$ cat config.mk
export PLATFORM = sky130hd
export DESIGN_NAME = lsu_mem_initiator
export DESIGN_NICKNAME = d
export VERILOG_FILES = /design/src/rtl/lsu_mem_initiator.sv
export SDC_FILE = /design/constraint.sdc
export NUM_CORES = 1
export LEC_CHECK = 0
export BUFFER_PORTS_ARGS = -buffer_cell sky130_fd_sc_hd__buf_2
export CAP_MARGIN = 20
export CORE_MARGIN = 8
export CORE_UTILIZATION = 56
export DETAILED_ROUTE_END_ITERATION = 10
export MAX_ROUTING_LAYER = met4
export PLACE_DENSITY = 0.85
export SYNTH_ARGS = -nofsm -noshare
export SYNTH_HDL_FRONTEND = slang
export SYNTH_SLANG_ARGS = --single-unit
$ cat constraint.sdc
create_clock -name clk -period 4.75 [get_ports clk]
set_input_delay 0.2375 -clock clk [delete_from_list [all_inputs] [get_ports clk]]
set_output_delay 0.2375 -clock clk [all_outputs]
set_load 0.01 [all_outputs]
$ cat src/rtl/lsu_mem_initiator.sv
// Load/store initiator: validates one execute-stage request, drives a single
// memory access cycle, captures load data and holds the response for the pipeline.
module lsu_mem_initiator #(
    parameter int unsigned MEM_BYTES = 131072
) (
    input  logic        clk,
    input  logic        rst,
    input  logic        req_valid,
    output logic        req_ready,
    input  logic        req_load,
    input  logic        req_store,
    input  logic [1:0]  req_dw,
    input  logic        req_sign_ex,
    input  logic [31:0] req_addr,
    input  logic [31:0] req_wdata,
    output logic        resp_valid,
    input  logic        resp_ready,
    output logic [31:0] resp_rdata,
    output logic        resp_err,
    output logic [1:0]  resp_cause,
    output logic        mem_en,
    output logic        mem_l,
    output logic        mem_s,
    output logic [1:0]  mem_dw,
    output logic        mem_sign_ex,
    output logic [31:0] mem_addr,
    output logic [31:0] mem_wdata,
    input  logic [31:0] mem_rdata,
    output logic [31:0] cnt_loads,
    output logic [31:0] cnt_stores,
    output logic [31:0] cnt_errors
);

    // data_width encoding shared with the data memory
    localparam logic [1:0] DB = 2'd0;
    localparam logic [1:0] DH = 2'd1;
    localparam logic [1:0] DW = 2'd2;

    localparam logic [1:0] CAUSE_NONE     = 2'd0;
    localparam logic [1:0] CAUSE_MISALIGN = 2'd1;
    localparam logic [1:0] CAUSE_RANGE    = 2'd2;
    localparam logic [1:0] CAUSE_ILLEGAL  = 2'd3;

    typedef enum logic [1:0] {IDLE, ISSUE, CAPTURE, RESP} state_t;

    state_t      state_q, state_d;
    logic        op_load_q, op_load_d;
    logic [1:0]  op_dw_q, op_dw_d;
    logic        op_sign_ex_q, op_sign_ex_d;
    logic [31:0] op_addr_q, op_addr_d;
    logic [31:0] op_wdata_q, op_wdata_d;

    logic        req_ready_q, req_ready_d;
    logic        resp_valid_q, resp_valid_d;
    logic [31:0] resp_rdata_q, resp_rdata_d;
    logic        resp_err_q, resp_err_d;
    logic [1:0]  resp_cause_q, resp_cause_d;
    logic        mem_en_q, mem_en_d;
    logic        mem_l_q, mem_l_d;
    logic        mem_s_q, mem_s_d;
    logic [1:0]  mem_dw_q, mem_dw_d;
    logic        mem_sign_ex_q, mem_sign_ex_d;
    logic [31:0] mem_addr_q, mem_addr_d;
    logic [31:0] mem_wdata_q, mem_wdata_d;
    logic [31:0] cnt_loads_q, cnt_loads_d;
    logic [31:0] cnt_stores_q, cnt_stores_d;
    logic [31:0] cnt_errors_q, cnt_errors_d;

    logic        is_illegal, is_misaligned, is_out_of_range;
    logic [32:0] req_bytes, req_end;

    // The end address is formed in 33 bits so a request wrapping past 2^32 is out of range.
    always_comb begin
        unique case (req_dw)
            DB:      req_bytes = 33'd1;
            DH:      req_bytes = 33'd2;
            default: req_bytes = 33'd4;
        endcase
        req_end         = {1'b0, req_addr} + req_bytes;
        is_illegal      = (req_load == req_store) || (req_dw == 2'd3);
        is_misaligned   = ((req_dw == DH) && req_addr[0]) ||
                          ((req_dw == DW) && (req_addr[1:0] != 2'b00));
        is_out_of_range = req_end > 33'(MEM_BYTES);
    end

    always_comb begin
        // NOTE: every _d takes its held value first so no path through the case infers a latch.
        state_d      = state_q;
        op_load_d    = op_load_q;
        op_dw_d      = op_dw_q;
        op_sign_ex_d = op_sign_ex_q;
        op_addr_d    = op_addr_q;
        op_wdata_d   = op_wdata_q;
        resp_rdata_d = resp_rdata_q;
        resp_err_d   = resp_err_q;
        resp_cause_d = resp_cause_q;
        cnt_loads_d  = cnt_loads_q;
        cnt_stores_d = cnt_stores_q;
        cnt_errors_d = cnt_errors_q;

        unique case (state_q)
            IDLE: begin
                if (req_valid && req_ready_q) begin
                    op_load_d    = req_load;
                    op_dw_d      = req_dw;
                    op_sign_ex_d = req_sign_ex;
                    op_addr_d    = req_addr;
                    op_wdata_d   = req_wdata;
                    resp_rdata_d = '0;
                    resp_err_d   = 1'b1;
                    state_d      = RESP;
                    if (is_illegal)           resp_cause_d = CAUSE_ILLEGAL;
                    else if (is_misaligned)   resp_cause_d = CAUSE_MISALIGN;
                    else if (is_out_of_range) resp_cause_d = CAUSE_RANGE;
                    else begin
                        resp_err_d   = 1'b0;
                        resp_cause_d = CAUSE_NONE;
                        state_d      = ISSUE;
                    end
                end
            end
            ISSUE:   state_d = op_load_q ? CAPTURE : RESP;
            CAPTURE: begin
                resp_rdata_d = mem_rdata;
                state_d      = RESP;
            end
            RESP: begin
                if (resp_ready) begin
                    if (resp_err_q)     cnt_errors_d = cnt_errors_q + 32'd1;
                    else if (op_load_q) cnt_loads_d  = cnt_loads_q + 32'd1;
                    else                cnt_stores_d = cnt_stores_q + 32'd1;
                    state_d = IDLE;
                end
            end
            default: state_d = IDLE;
        endcase

        // Outputs are registered from the next state so they line up with it.
        req_ready_d   = (state_d == IDLE);
        resp_valid_d  = (state_d == RESP);
        mem_en_d      = (state_d == ISSUE);
        mem_l_d       = mem_en_d && op_load_d;
        mem_s_d       = mem_en_d && !op_load_d;
        mem_dw_d      = mem_en_d ? op_dw_d      : 2'd0;
        mem_sign_ex_d = mem_en_d && op_sign_ex_d;
        mem_addr_d    = mem_en_d ? op_addr_d    : 32'd0;
        mem_wdata_d   = mem_en_d ? op_wdata_d   : 32'd0;
    end

    // NOTE: sequential state uses non-blocking assignments so all flops update together.
    always_ff @(posedge clk) begin
        if (rst) begin
            state_q       <= IDLE;
            op_load_q     <= 1'b0;
            op_dw_q       <= 2'd0;
            op_sign_ex_q  <= 1'b0;
            op_addr_q     <= '0;
            op_wdata_q    <= '0;
            req_ready_q   <= 1'b1;
            resp_valid_q  <= 1'b0;
            resp_rdata_q  <= '0;
            resp_err_q    <= 1'b0;
            resp_cause_q  <= CAUSE_NONE;
            mem_en_q      <= 1'b0;
            mem_l_q       <= 1'b0;
            mem_s_q       <= 1'b0;
            mem_dw_q      <= 2'd0;
            mem_sign_ex_q <= 1'b0;
            mem_addr_q    <= '0;
            mem_wdata_q   <= '0;
            cnt_loads_q   <= '0;
            cnt_stores_q  <= '0;
            cnt_errors_q  <= '0;
        end else begin
            state_q       <= state_d;
            op_load_q     <= op_load_d;
            op_dw_q       <= op_dw_d;
            op_sign_ex_q  <= op_sign_ex_d;
            op_addr_q     <= op_addr_d;
            op_wdata_q    <= op_wdata_d;
            req_ready_q   <= req_ready_d;
            resp_valid_q  <= resp_valid_d;
            resp_rdata_q  <= resp_rdata_d;
            resp_err_q    <= resp_err_d;
            resp_cause_q  <= resp_cause_d;
            mem_en_q      <= mem_en_d;
            mem_l_q       <= mem_l_d;
            mem_s_q       <= mem_s_d;
            mem_dw_q      <= mem_dw_d;
            mem_sign_ex_q <= mem_sign_ex_d;
            mem_addr_q    <= mem_addr_d;
            mem_wdata_q   <= mem_wdata_d;
            cnt_loads_q   <= cnt_loads_d;
            cnt_stores_q  <= cnt_stores_d;
            cnt_errors_q  <= cnt_errors_d;
        end
    end

    assign req_ready   = req_ready_q;
    assign resp_valid  = resp_valid_q;
    assign resp_rdata  = resp_rdata_q;
    assign resp_err    = resp_err_q;
    assign resp_cause  = resp_cause_q;
    assign mem_en      = mem_en_q;
    assign mem_l       = mem_l_q;
    assign mem_s       = mem_s_q;
    assign mem_dw      = mem_dw_q;
    assign mem_sign_ex = mem_sign_ex_q;
    assign mem_addr    = mem_addr_q;
    assign mem_wdata   = mem_wdata_q;
    assign cnt_loads   = cnt_loads_q;
    assign cnt_stores  = cnt_stores_q;
    assign cnt_errors  = cnt_errors_q;

endmodule

==> impl_metrics.json <==
{
  "status": "finished clean",
  "final_util_pct": 74.2,
  "dpl.cell_count": 1662,
  "power.density_mw_per_mm2": 368,
  "synth_cell_types": 57,
  "async_flop_share_pct": 0,
  "p_comb_share_pct": 12.0,
  "grt_pass1_wl_mm": 50.1,
  "synth_cells": 1175,
  "ys_seq_elements": 259,
  "cts_tree": "done",
  "path_cells": "buf_2, nor2_1, ha_1, fa_1, a21oi_1, nor4_1, a31o_2, o221ai_1, a221oi_2, nand4_4, buf_4, nor4b_2",
  "cts-root-buf": "clkbuf_16",
  "fp.dieH_um": 154,
  "swShare_pct": 25.2,
  "ys_top_cells_by_count": "259 x dfxtp_1, 188 x nand2_1, 109 x a21oi_1",
  "wirelength_mm": 31.6,
  "cts_sinks": 259,
  "ys_seq_area_share_pct": 48.8,
  "seq_power_share_pct": 45.3,
  "syn_area_sq_mm": 0.0106,
  "drv_slew": 0,
  "path_clk_slew_ns": 0.06,
  "grt_pass1_vias": 9739,
  "dr.first_iter.drc_count": 592,
  "yosys_warnings": 0,
  "r2r_cells": 7,
  "gr-total-overflow": 0,
  "fmax_ghz": 0.291,
  "synth.most_common_cell": "dfxtp_1",
  "grt_use_total_pct": 26.1,
  "rsz0062_at_grt": "false",
  "worstPathMaxFanout": 27,
  "start_util_pct": 57.0,
  "peakVddDrop_mv": 0.330,
  "min_period_over_period_pct": 72.4,
  "fin_cells": 1775,
  "die_w_um": 154,
  "port_buffers": 307,
  "layout.nets": 1630,
  "endpoint_kind": "flop",
  "slew_headroom_pct": 26.7,
  "gp_congestion": 0.890,
  "critPathMaxStageDelay_ns": 0.70,
  "hp-class": "in2reg",
  "die_area_sq_mm": 0.0236,
  "period_needed_ns": 3.44,
  "ant_nets": 0,
  "hold_depth": 5,
  "cp.required_ns": 5.15,
  "intPower_mw": 3.81,
  "worstSetupStartpoint": "req_dw[0]",
  "grt_max_degree": 143,
  "cts_buffers": 26,
  "cts_buffer_depth": 3,
  "hpwl_mm": 20.5,
  "syn2layout_area_growth_pct": 30.1,
  "clock_power_share_pct": 42.7,
  "ys_top_cells_by_area": "dfxtp_1 49%, nor4b_2 6.8%, nand2_1 6.6%",
  "drv_cap": 0,
  "synthFlopType": "dfxtp_1",
  "vias": 9884,
  "power.switching_mw": 1.29,
  "timing.setup.tns_ns": 0,
  "slowest_stage": "nor4_1",
  "crit_path_start_kind": "input pin",
  "r2r_start": "state_q[1]",
  "drc": 0,
  "drive_gt1_share_pct": 28.0,
  "worst_hold_slack_ns": 0.0307,
  "critPathArrivalTime_ns": 3.83,
  "yosysTopAreaCell": "dfxtp_1",
  "io_pins": 308,
  "antenna_found_initial": 4,
  "synth_top_area_share_pct": 48.8,
  "vias_per_cell": 5.57,
  "setup_viol": 0,
  "leakage_nw": 5.68,
  "post_drt_wl_per_cell_um": 17.8,
  "synth_edf_count": 0,
  "fin_total_pwr_mw": 5.09,
  "worstHoldStart": "req_wdata[8]",
  "cts_setup_buffers": 0,
  "hold_viol": 0,
  "core-area_sq_mm": 0.0186,
  "clk_latency_ns": 0.51,
  "tightestPinTransition_ns": 1.10,
  "fp-row-count": 50,
  "path_class": "in2reg",
  "avgSynthCellArea_sq_um": 9.04,
  "finalClockSkew_ns": 0.00636,
  "dr.pass1.iters": 5,
  "cts_max_level": 1
}
[cell type report]
cell class | instances | area, sq um
inverter | 20 | 75.1
fill | 1255 | 4820
clock inverter | 13 | 174
antenna | 4 | 10.0
timing repair buffer | 376 | 2230
clock buffer | 34 | 752
tap | 234 | 293
sequential | 259 | 5180
multi-input combinational | 835 | 5110
[per-stage QoR]
stage	cell area, sq um	setup WS, ns
after global placement	12300	1.07
after CTS	13800	1.50
after global routing	13800	1.01
after floorplan	10700	2.11
after detailed placement	12300	0.961
final	13800	1.31
[path summary, 6_finish.rpt]
check / slack [ns] / end
setup reg to reg: 1.91 / cnt_stores[26]
hold / removal: 0.03 / op_wdata_q[8]
hold reg to reg: 0.45 / op_addr_q[14]
setup / recovery: 1.31 / mem_wdata[24]
[logic make-up (layout without fill, tap and decap cells)]
kind of cell               count (synthesis)  after routing  share of synthesized area [%]
and+or+nand+nor                          564            564                           30.7
DFF                                      259            259                           48.8
AOI/OAI and AO/OA                        160            160                           8.32
buffers and inverters                     94            443                           3.77
xor gates and xnor gates                  86             86                           7.09
adders and majority gates                  7              7                          0.895
muxes                                      4              4                          0.389
other                                      1             18                         0.0353
[sequential cells by signal (all words and copies together) (netlist names)]
name,count
op_wdata_q,32
resp_err,1
resp_cause,2
mem_en,1
op_addr_q,18
cnt_stores,32
op_sign_ex_q,1
resp_valid,1
req_ready,1
mem_l,1
op_load_q,1
mem_s,1
mem_sign_ex,1
mem_addr,32
resp_rdata,32
mem_dw,2
op_dw_q,2
mem_wdata,32
state_q,2
cnt_loads,32
cnt_errors,32
[layout by cell type (no fill, tap or decap), drive strengths merged, types with 4 or more instances in the layout]
master       synthesis  routed
ha                   6       6
or4                  5       5
nor4                16      16
nor4b               52      52
xnor2               28      28
and3                21      21
nand4               36      36
bufinv               0       4
nor2                99      99
clkinv               0       6
nand3               76      76
xor2                58      58
a21oi              109     109
dlygate4sd3          0      61
dfxtp              259     259
and2                 7       7
or3                 24      24
and4                 8       8
inv                 20      21
nor2b                5       5
conb                 1      14
o21ai               27      27
nand2              188     188
clkbuf              59      34
diode                0       4
nor3                17      17
nand2b               5       5
buf                 15     315
[power groups by stage]
stage               registers, mW  clock network [mW]  logic (mW)
finish                       2.31                2.18       0.610
global route                 2.32                2.29       0.663
CTS                          2.31                2.20       0.592
detailed placement           2.35                   0       0.548
global placement             2.35                   0       0.540
floorplan                    2.37                   0       0.337
[repair_timing]
| item | CTS | global route |
|---|---|---|
| hold endpoints to repair | 61 | 0 |
| gates resized for setup | 0 | 0 |
| hold buffers | 61 | 0 |
[worst max-delay path, delay by kind of cell]
family	cells	cell delay (ns)
AND/OR/NAND/NOR	4	1.71
adder cells (fa/ha/maj)	2	0.42
buffers and inverters	2	0.59
AO/OA/AOI/OAI	4	0.85
[metal layers]
metal / global-route usage [%] / vias up / share of wire, %
met5: - / - / 0
met3: 7.03 / 84 / 8.2
met2: 43.5 / 414 / 48
li1: - / 4735 / -
met4: 10.1 / 0 / 3.9
met1: 29.5 / 4651 / 40
(Power assumes the default switching activity.)
